--- src/rtl/uart_rx_msg_buffer.sv ---
// Receive-side message buffer: frames UART RX bytes into messages by line-idle timeout
// and stores them in a ping-pong byte RAM. Optional macro: UART_RX_ERR_BYTE_DROP_EN.
module uart_rx_msg_buffer #(
  parameter int DATA_BUFFER_LENGTH_WIDTH = 8,
  parameter int MSG_COUNT_WIDTH          = 5,
  parameter int IDLE_BIT_TIMES           = 10
) (
  input  logic                                clk,
  input  logic                                reset_n,
  input  logic                                rx_en,
  input  logic [24:0]                         baud_divisor,
  input  logic [7:0]                          rx_data,
  input  logic                                rx_valid,
  input  logic                                rx_error,
  input  logic [7:0]                          irq_threshold,
  input  logic                                buffer_swap,
  input  logic                                irq_clear,
  input  logic [DATA_BUFFER_LENGTH_WIDTH-1:0] rd_addr,
  output logic [7:0]                          rd_data,
  output logic                                pingpong_pointer,
  output logic [MSG_COUNT_WIDTH-1:0]          message_received_count,
  output logic [MSG_COUNT_WIDTH-1:0]          read_msg_count,
  output logic [DATA_BUFFER_LENGTH_WIDTH:0]   read_length,
  output logic [7:0]                          rx_error_count,
  output logic                                irq_pending,
  output logic [7:0]                          status
);
  localparam int W      = DATA_BUFFER_LENGTH_WIDTH;
  localparam int IDLE_W = $clog2(IDLE_BIT_TIMES + 1);
  localparam logic [MSG_COUNT_WIDTH-1:0] MSG_MAX = '1;

  typedef enum logic {ST_IDLE, ST_IN_MSG} state_t;
  state_t state, state_next;

  logic [W:0]                 wr_ptr;
  logic [24:0]                prescale;
  logic [IDLE_W-1:0]          idle_cnt;
  logic                       overflow;
  logic                       swap_pending;
  logic                       accept, store, bit_tick, idle_done, msg_end, swap_go, irq_set;
  logic [MSG_COUNT_WIDTH-1:0] msg_cnt_inc;
  logic [W-1:0]               rd_addr_q;
  logic [7:0]                 mem [2**(W+1)];

`ifdef UART_RX_ERR_BYTE_DROP_EN
  assign accept = rx_valid && rx_en && !rx_error;
`else
  assign accept = rx_valid && rx_en;
`endif

  // Once the bank is full, bytes still frame the message but are not stored.
  assign store       = accept && !wr_ptr[W];
  assign bit_tick    = (prescale == baud_divisor);
  assign idle_done   = (idle_cnt == IDLE_W'(IDLE_BIT_TIMES));
  assign swap_go     = (swap_pending || buffer_swap) && (state == ST_IDLE) && !accept;
  assign msg_cnt_inc = message_received_count + 1'b1;
  assign irq_set     = msg_end && (message_received_count != MSG_MAX) &&
                       (irq_threshold != 8'd0) && (32'(msg_cnt_inc) == 32'(irq_threshold));

  always_comb begin
    // NOTE: every combinational output gets a default first so no path infers a latch.
    state_next = state;
    msg_end    = 1'b0;
    case (state)
      ST_IDLE:   if (accept) state_next = ST_IN_MSG;
      ST_IN_MSG: if (!accept && idle_done) begin
        state_next = ST_IDLE;
        msg_end    = 1'b1;
      end
      default:   state_next = ST_IDLE;
    endcase
  end

  always_ff @(posedge clk or negedge reset_n) begin
    // NOTE: state registers use non-blocking assignments so every flop samples pre-edge values.
    if (!reset_n) begin
      state    <= ST_IDLE;
      prescale <= '0;
      idle_cnt <= '0;
    end else begin
      state <= state_next;
      if (accept || state == ST_IDLE) begin
        prescale <= '0;
        idle_cnt <= '0;
      end else if (bit_tick) begin
        prescale <= '0;
        if (!idle_done) idle_cnt <= idle_cnt + 1'b1;
      end else begin
        prescale <= prescale + 1'b1;
      end
    end
  end

  always_ff @(posedge clk or negedge reset_n) begin
    if (!reset_n) begin
      pingpong_pointer       <= 1'b0;
      wr_ptr                 <= '0;
      message_received_count <= '0;
      read_msg_count         <= '0;
      read_length            <= '0;
      overflow               <= 1'b0;
      swap_pending           <= 1'b0;
      irq_pending            <= 1'b0;
      rx_error_count         <= '0;
    end else begin
      if (swap_go) begin
        pingpong_pointer       <= ~pingpong_pointer;
        read_length            <= wr_ptr;
        read_msg_count         <= message_received_count;
        wr_ptr                 <= '0;
        message_received_count <= '0;
        overflow               <= 1'b0;
        swap_pending           <= 1'b0;
      end else begin
        if (buffer_swap) swap_pending <= 1'b1;
        if (store) wr_ptr <= wr_ptr + 1'b1;
        if (accept && wr_ptr[W]) overflow <= 1'b1;
        if (msg_end && message_received_count != MSG_MAX)
          message_received_count <= msg_cnt_inc;
      end
      // A new interrupt beats a clear arriving in the same cycle.
      if (irq_set) irq_pending <= 1'b1;
      else if (irq_clear || swap_go) irq_pending <= 1'b0;
      if (rx_error) rx_error_count <= rx_error_count + 1'b1;
    end
  end

  // NOTE: the byte RAM is not reset; stale bytes are unreachable because read_length clears.
  always_ff @(posedge clk) begin
    if (store) mem[{~pingpong_pointer, wr_ptr[W-1:0]}] <= rx_data;
  end

  always_ff @(posedge clk or negedge reset_n) begin
    if (!reset_n) begin
      rd_addr_q <= '0;
      rd_data   <= '0;
    end else begin
      rd_addr_q <= rd_addr;
      rd_data   <= mem[{pingpong_pointer, rd_addr_q}];
    end
  end

  assign status = {3'b000, (read_length != '0), swap_pending, overflow, irq_pending,
                   (state == ST_IN_MSG)};

endmodule
--- config.mk ---
export PLATFORM = sky130hd
export DESIGN_NAME = uart_rx_msg_buffer
export DESIGN_NICKNAME = d
export VERILOG_FILES = /design/src/rtl/uart_rx_msg_buffer.sv
export SDC_FILE = /design/constraint.sdc
export NUM_CORES = 2
export LEC_CHECK = 0
export ABC_AREA = 1
export CORE_MARGIN = 2
export CORE_UTILIZATION = 60
export DETAILED_ROUTE_END_ITERATION = 16
export PLACE_DENSITY = 0.73
export SKIP_CTS_REPAIR_TIMING = 1
export SYNTH_ARGS = -nofsm -noshare
export SYNTH_HDL_FRONTEND = slang
export SYNTH_SLANG_ARGS = --single-unit
export TNS_END_PERCENT = 1
--- constraint.sdc ---
create_clock -name clk -period 2.9 [get_ports clk]
set_input_delay 0.29 -clock clk [delete_from_list [all_inputs] [get_ports clk]]
set_output_delay 0.29 -clock clk [all_outputs]
set_load 0.01 [all_outputs]
Yosys cells after proc, flatten, opt, wreduce, memory -nomap -nowiden
Memory sizes are Yosys's and may differ from the RTL's. A register that Yosys moved wholly into a read port is not among the register bits.
Index checks and enable logic that the tools add are counted.
{"block": "classes", "eq_ne": 5, "n_bitwise": 2, "mux": 22, "n_reduce_logical": 24, "add_sub_neg": 5}
{"cell": "$mux 25", "count": 2}
{"cell": "$add 25x1->25 const B", "count": 1}
{"cell": "$eq 25x25->1", "count": 1}
{"cell": "$mux 9", "count": 2}
{"cell": "$mux 1", "count": 12}
{"cell": "$mux 4", "count": 3}
{"cell": "$reduce_bool 2->1", "count": 6}
{"cell": "$mux 5", "count": 2}
{"cell": "$add 9x1->9 const B", "count": 1}
{"cell": "$logic_and 1x1->1", "count": 9}
{"cell": "$reduce_bool 9->1", "count": 1}
{"cell": "$add 8x1->8 const B", "count": 1}
{"cell": "$eq 5x8->1", "count": 1}
{"cell": "$reduce_bool 8->1", "count": 1}
{"cell": "$add 5x1->5 const B", "count": 1}
{"cell": "$ne 5x5->1 const B", "count": 1}
{"cell": "$add 4x1->4 const B", "count": 1}
{"cell": "$eq 4x4->1 const B", "count": 1}
{"cell": "$logic_not 1->1", "count": 3}
{"cell": "$logic_or 1x1->1", "count": 3}
{"cell": "$ne 2x1->1 const B", "count": 1}
{"cell": "$not 1->1", "count": 2}
{"cell": "$pmux 1 s2", "count": 1}
{"cell": "$reduce_and 2->1", "count": 1}
{"block": "totals", "ramBits": 4096, "regBits": 78, "wordCells": 72, "out_inout_bits": 45, "input_bits": 56, "memories": 1}
{"name": "mem", "words": 512, "word_bits": 8, "read_ports": 1, "rd_clocked_by_memory_dff": 1, "write_ports": 1, "line": "43", "text": "logic [7:0] mem [2**(W+1)];"}

Depth between registers and ports, before layout
{"block": "depth", "depth_word": 9, "ltp_mapped": 15, "mapped_depth_nobuf": 12}

Worst setup path before layout
No wires, ideal clock.
{"block": "synth_timing", "path_kind": "register -> register", "startpoint": "register pingpong_pointer", "endpoint": "memory mem[134][0], enable pin", "path_buffers": 2, "synth_period_minus_slack_ps": 2188, "slack_ps": 712, "setup_time_ps": 370, "arrival_ps": 1818, "path_stages_with_launch": 7, "t_required_ps": 2530, "cell_sequence": "dfrtp_1 -> inv_1 -> buf_2 -> nor3_1 -> nand2_1 -> clkbuf_1 -> nor2_1"}
{"block": "synth_between", "elab_chain_cells": 1}
{"item": "start, declared", "line": "20", "text": "output logic pingpong_pointer,"}
{"item": "start signal, assigned", "line": "107", "text": "pingpong_pointer <= ~pingpong_pointer;"}
{"item": "$not 1->1", "line": "130", "text": "if (store) mem[{~pingpong_pointer, wr_ptr[W-1:0]}] <= rx_data;"}
{"item": "end, declared", "line": "43"}
No other way between the ends.

==> flow_summary.ini <==
[sta]
setup_tns_ps = -194.0
maxSlewViolCount = 0
max_slew_margin_pct = 25.12
rsz0062_at_grt = true
hold_viol = 1
period_needed_ps = 3026
setup_viol = 6
tightest_slew_ps = 1122
fin_crit_sh_pct = 104.4
clock.fmax_mhz = 330.4
fin_skew_ps = 57.83
fin_ws_ps = -126.3
whs_ps = -32.32

[yosys]
postSynthAreaPerCell_um2 = 11.90
synth_cell_type_count = 43
ys_warn_count = 0
synth_area_leaders = edfxtp_1 (72%), nand3_1 (12%), nand2_1 (9.3%)
ys_seq_area_share_pct = 73.61
syn_inst = 14290
synth-seq-cells = 4182
synth_top_area_share_pct = 72.35
syn_area_mm2 = 0.1700
yosys.area.top_type = edfxtp_1

[route]
drt-initial-drc-count = 17970
drt-total-wl_mm = 483.2
avgRoutedWirePerCell_um = 25.29
dr.pass1.iters = 8
remaining_drc_errors = 0
num_vias = 119100
drt-vias-per-instance = 6.230
ant_nets = 0

[cts]
h-tree-depth = 5
clkLatencyLatePin_ps = 990
clk_pin_slew_ps = 60
cts_buffer_depth = 4
cts_tree = done
clock-root-buffer = clkbuf_16
numCtsBuffers = 414
clock_sinks = 4182

[pwr]
ir_drop_uv = 723.5
report.power.total_w = 0.1327
power_density_mw_per_mm2 = 672.2
leakage_nw = 71.08

[placed_design]
placed_area_mm2 = 0.1823
dpl.hpwl_mm = 287.7
dp_slack_ps = -398.4
port_buffers = 97
gp_congestion = 0.9492

[global_routing]
grt_max_degree = 124
antenna_found_initial = 15
gr-usage-all-layers_pct = 32.95
grt_pass1_wl_mm = 711.9
grt-ovfl-total = 0
grt_pass1_vias = 115100

[floorplan]
fp.dieH_um = 536.3
die_w_um = 536.3
core-area_mm2 = 0.2820
initial_utilization_pct = 60.28
rows = 195
fp.dieArea_mm2 = 0.2876
io_pins = 101

[finish]
area_growth_pct = 16.08
final_cell_mix = nand2_1 (4,197), edfxtp_1 (4,096), nand3_1 (4,035)
nets = 15070
design_area_mm2 = 0.1973
layout_commonest_cell = nand2_1
drive_gt1_share_pct = 12.48

[critical_path]
setup.worst_path.end_class = flop
critPathArrivalTime_ps = 3830
critPathKind = reg2reg
crit_path_start_kind = flop
cp_max_fo = 22
cp.required_ps = 3700

[outcome]
status = finished with violations
violations = negative hold slack, negative setup slack

[job]
cap_violations = 0

[worst_hold_path]
hold_class = in2reg
## synthesized netlist by cell type, drive strengths merged
master,number
a21oi,20
xnor2,15
o211ai,1
nand2,4215
nor2,562
ha,10
clkbuf,193
nand3,4099
inv,58
xor2,27
clkinv,4
buf,805
a31oi,3
nor3,27
edfxtp,4096
o22ai,1
o32ai,1
nor4,9
nand4,8
or2,2
mux2,1
and3,1
o21ai,39
a211oi,2
dfrtp,86
o21a,2
conb,1
a31o,1
## worst max-delay path, cell delays in order, from the launching register on
cell and delay (ps):
dfrtp_4 570, inv_16 170, buf_12 210, buf_16 250
buf_12 210, nand3_1 110, nand3_1 110, nand3_1 190
nand3_1 150, nand3_1 240, nand3_1 190, nand3_2 190
nand3_1 160, nand2_1 80
## registers in the layout (all words and copies together), names as in the netlist
register / cells
idle_cnt: 4
irq_pending: 1
mem: 4096
message_received_count: 5
overflow: 1
pingpong_pointer: 1
prescale: 25
rd_addr_q: 8
rd_data: 8
read_length: 9
read_msg_count: 5
rx_error_count: 8
state: 1
swap_pending: 1
wr_ptr: 9
## worst paths after layout
kind | end | cells after the start | slack (ps) | startpoint
max reg2reg | rd_data[7] | 13 | -130 | rd_addr_q[1]
min in group asynchronous | prescale[7] | 4 | 410 | reset_n
min | swap_pending | 3 | -30 | buffer_swap
max in group asynchronous | wr_ptr[7] | 5 | 1980 | reset_n
max | rd_data[7] | 13 | -130 | rd_addr_q[1]
min reg2reg | rx_error_count[7] | 1 | 480 | rx_error_count[7]
## through the flow
step,util (%),cells
detailed placement,64.63,18280
floorplan,-,14290
global placement,64.63,18280
global route,69.97,19110
finish,69.97,19110
CTS,69.46,19050
## report_power, final
| part | total [W] | leakage, nW | internal (W) | switching (W) |
|---|---|---|---|---|
| Combinational | 0.0114 | 26.6 | 0.00340 | 0.00801 |
| Clock | 0.0539 | 6.63 | 0.0308 | 0.0231 |
| Sequential | 0.0674 | 37.9 | 0.0668 | 0.000618 |
## layer usage
| layer | wire length, um | global-route usage (%) |
|---|---|---|
| met5 | 8 | 0 |
| met2 | 225700 | 51.83 |
| met1 | 174500 | 44.89 |
| met3 | 58110 | 5.912 |
| met4 | 24870 | 15.97 |
## final cells by class
cell class / count / area (um^2)
fill: 18670 / 84700
sequential: 4182 / 125200
multi-input combinational: 9049 / 40190
timing repair inverter: 1 / 11.26
clock inverter: 259 / 2701
inverter: 62 / 299.0
clock buffer: 510 / 10920
tap: 3743 / 4683
timing repair buffer: 1289 / 13320
antenna: 15 / 37.54
## logic make-up after synthesis
logic type | Yosys count | share of synthesized area (%)
buffers and inverters | 1060 | 3.067
and+or+nand+nor | 8923 | 22.80
DFF | 4182 | 73.61
adders and majority gates | 10 | 0.07360
muxes | 1 | 0.006623
other | 1 | 0.002206
xor gates and xnor gates | 42 | 0.2164
AOI/OAI and AO/OA | 70 | 0.2230
Note: power is estimated with default switching activity, not from simulation.
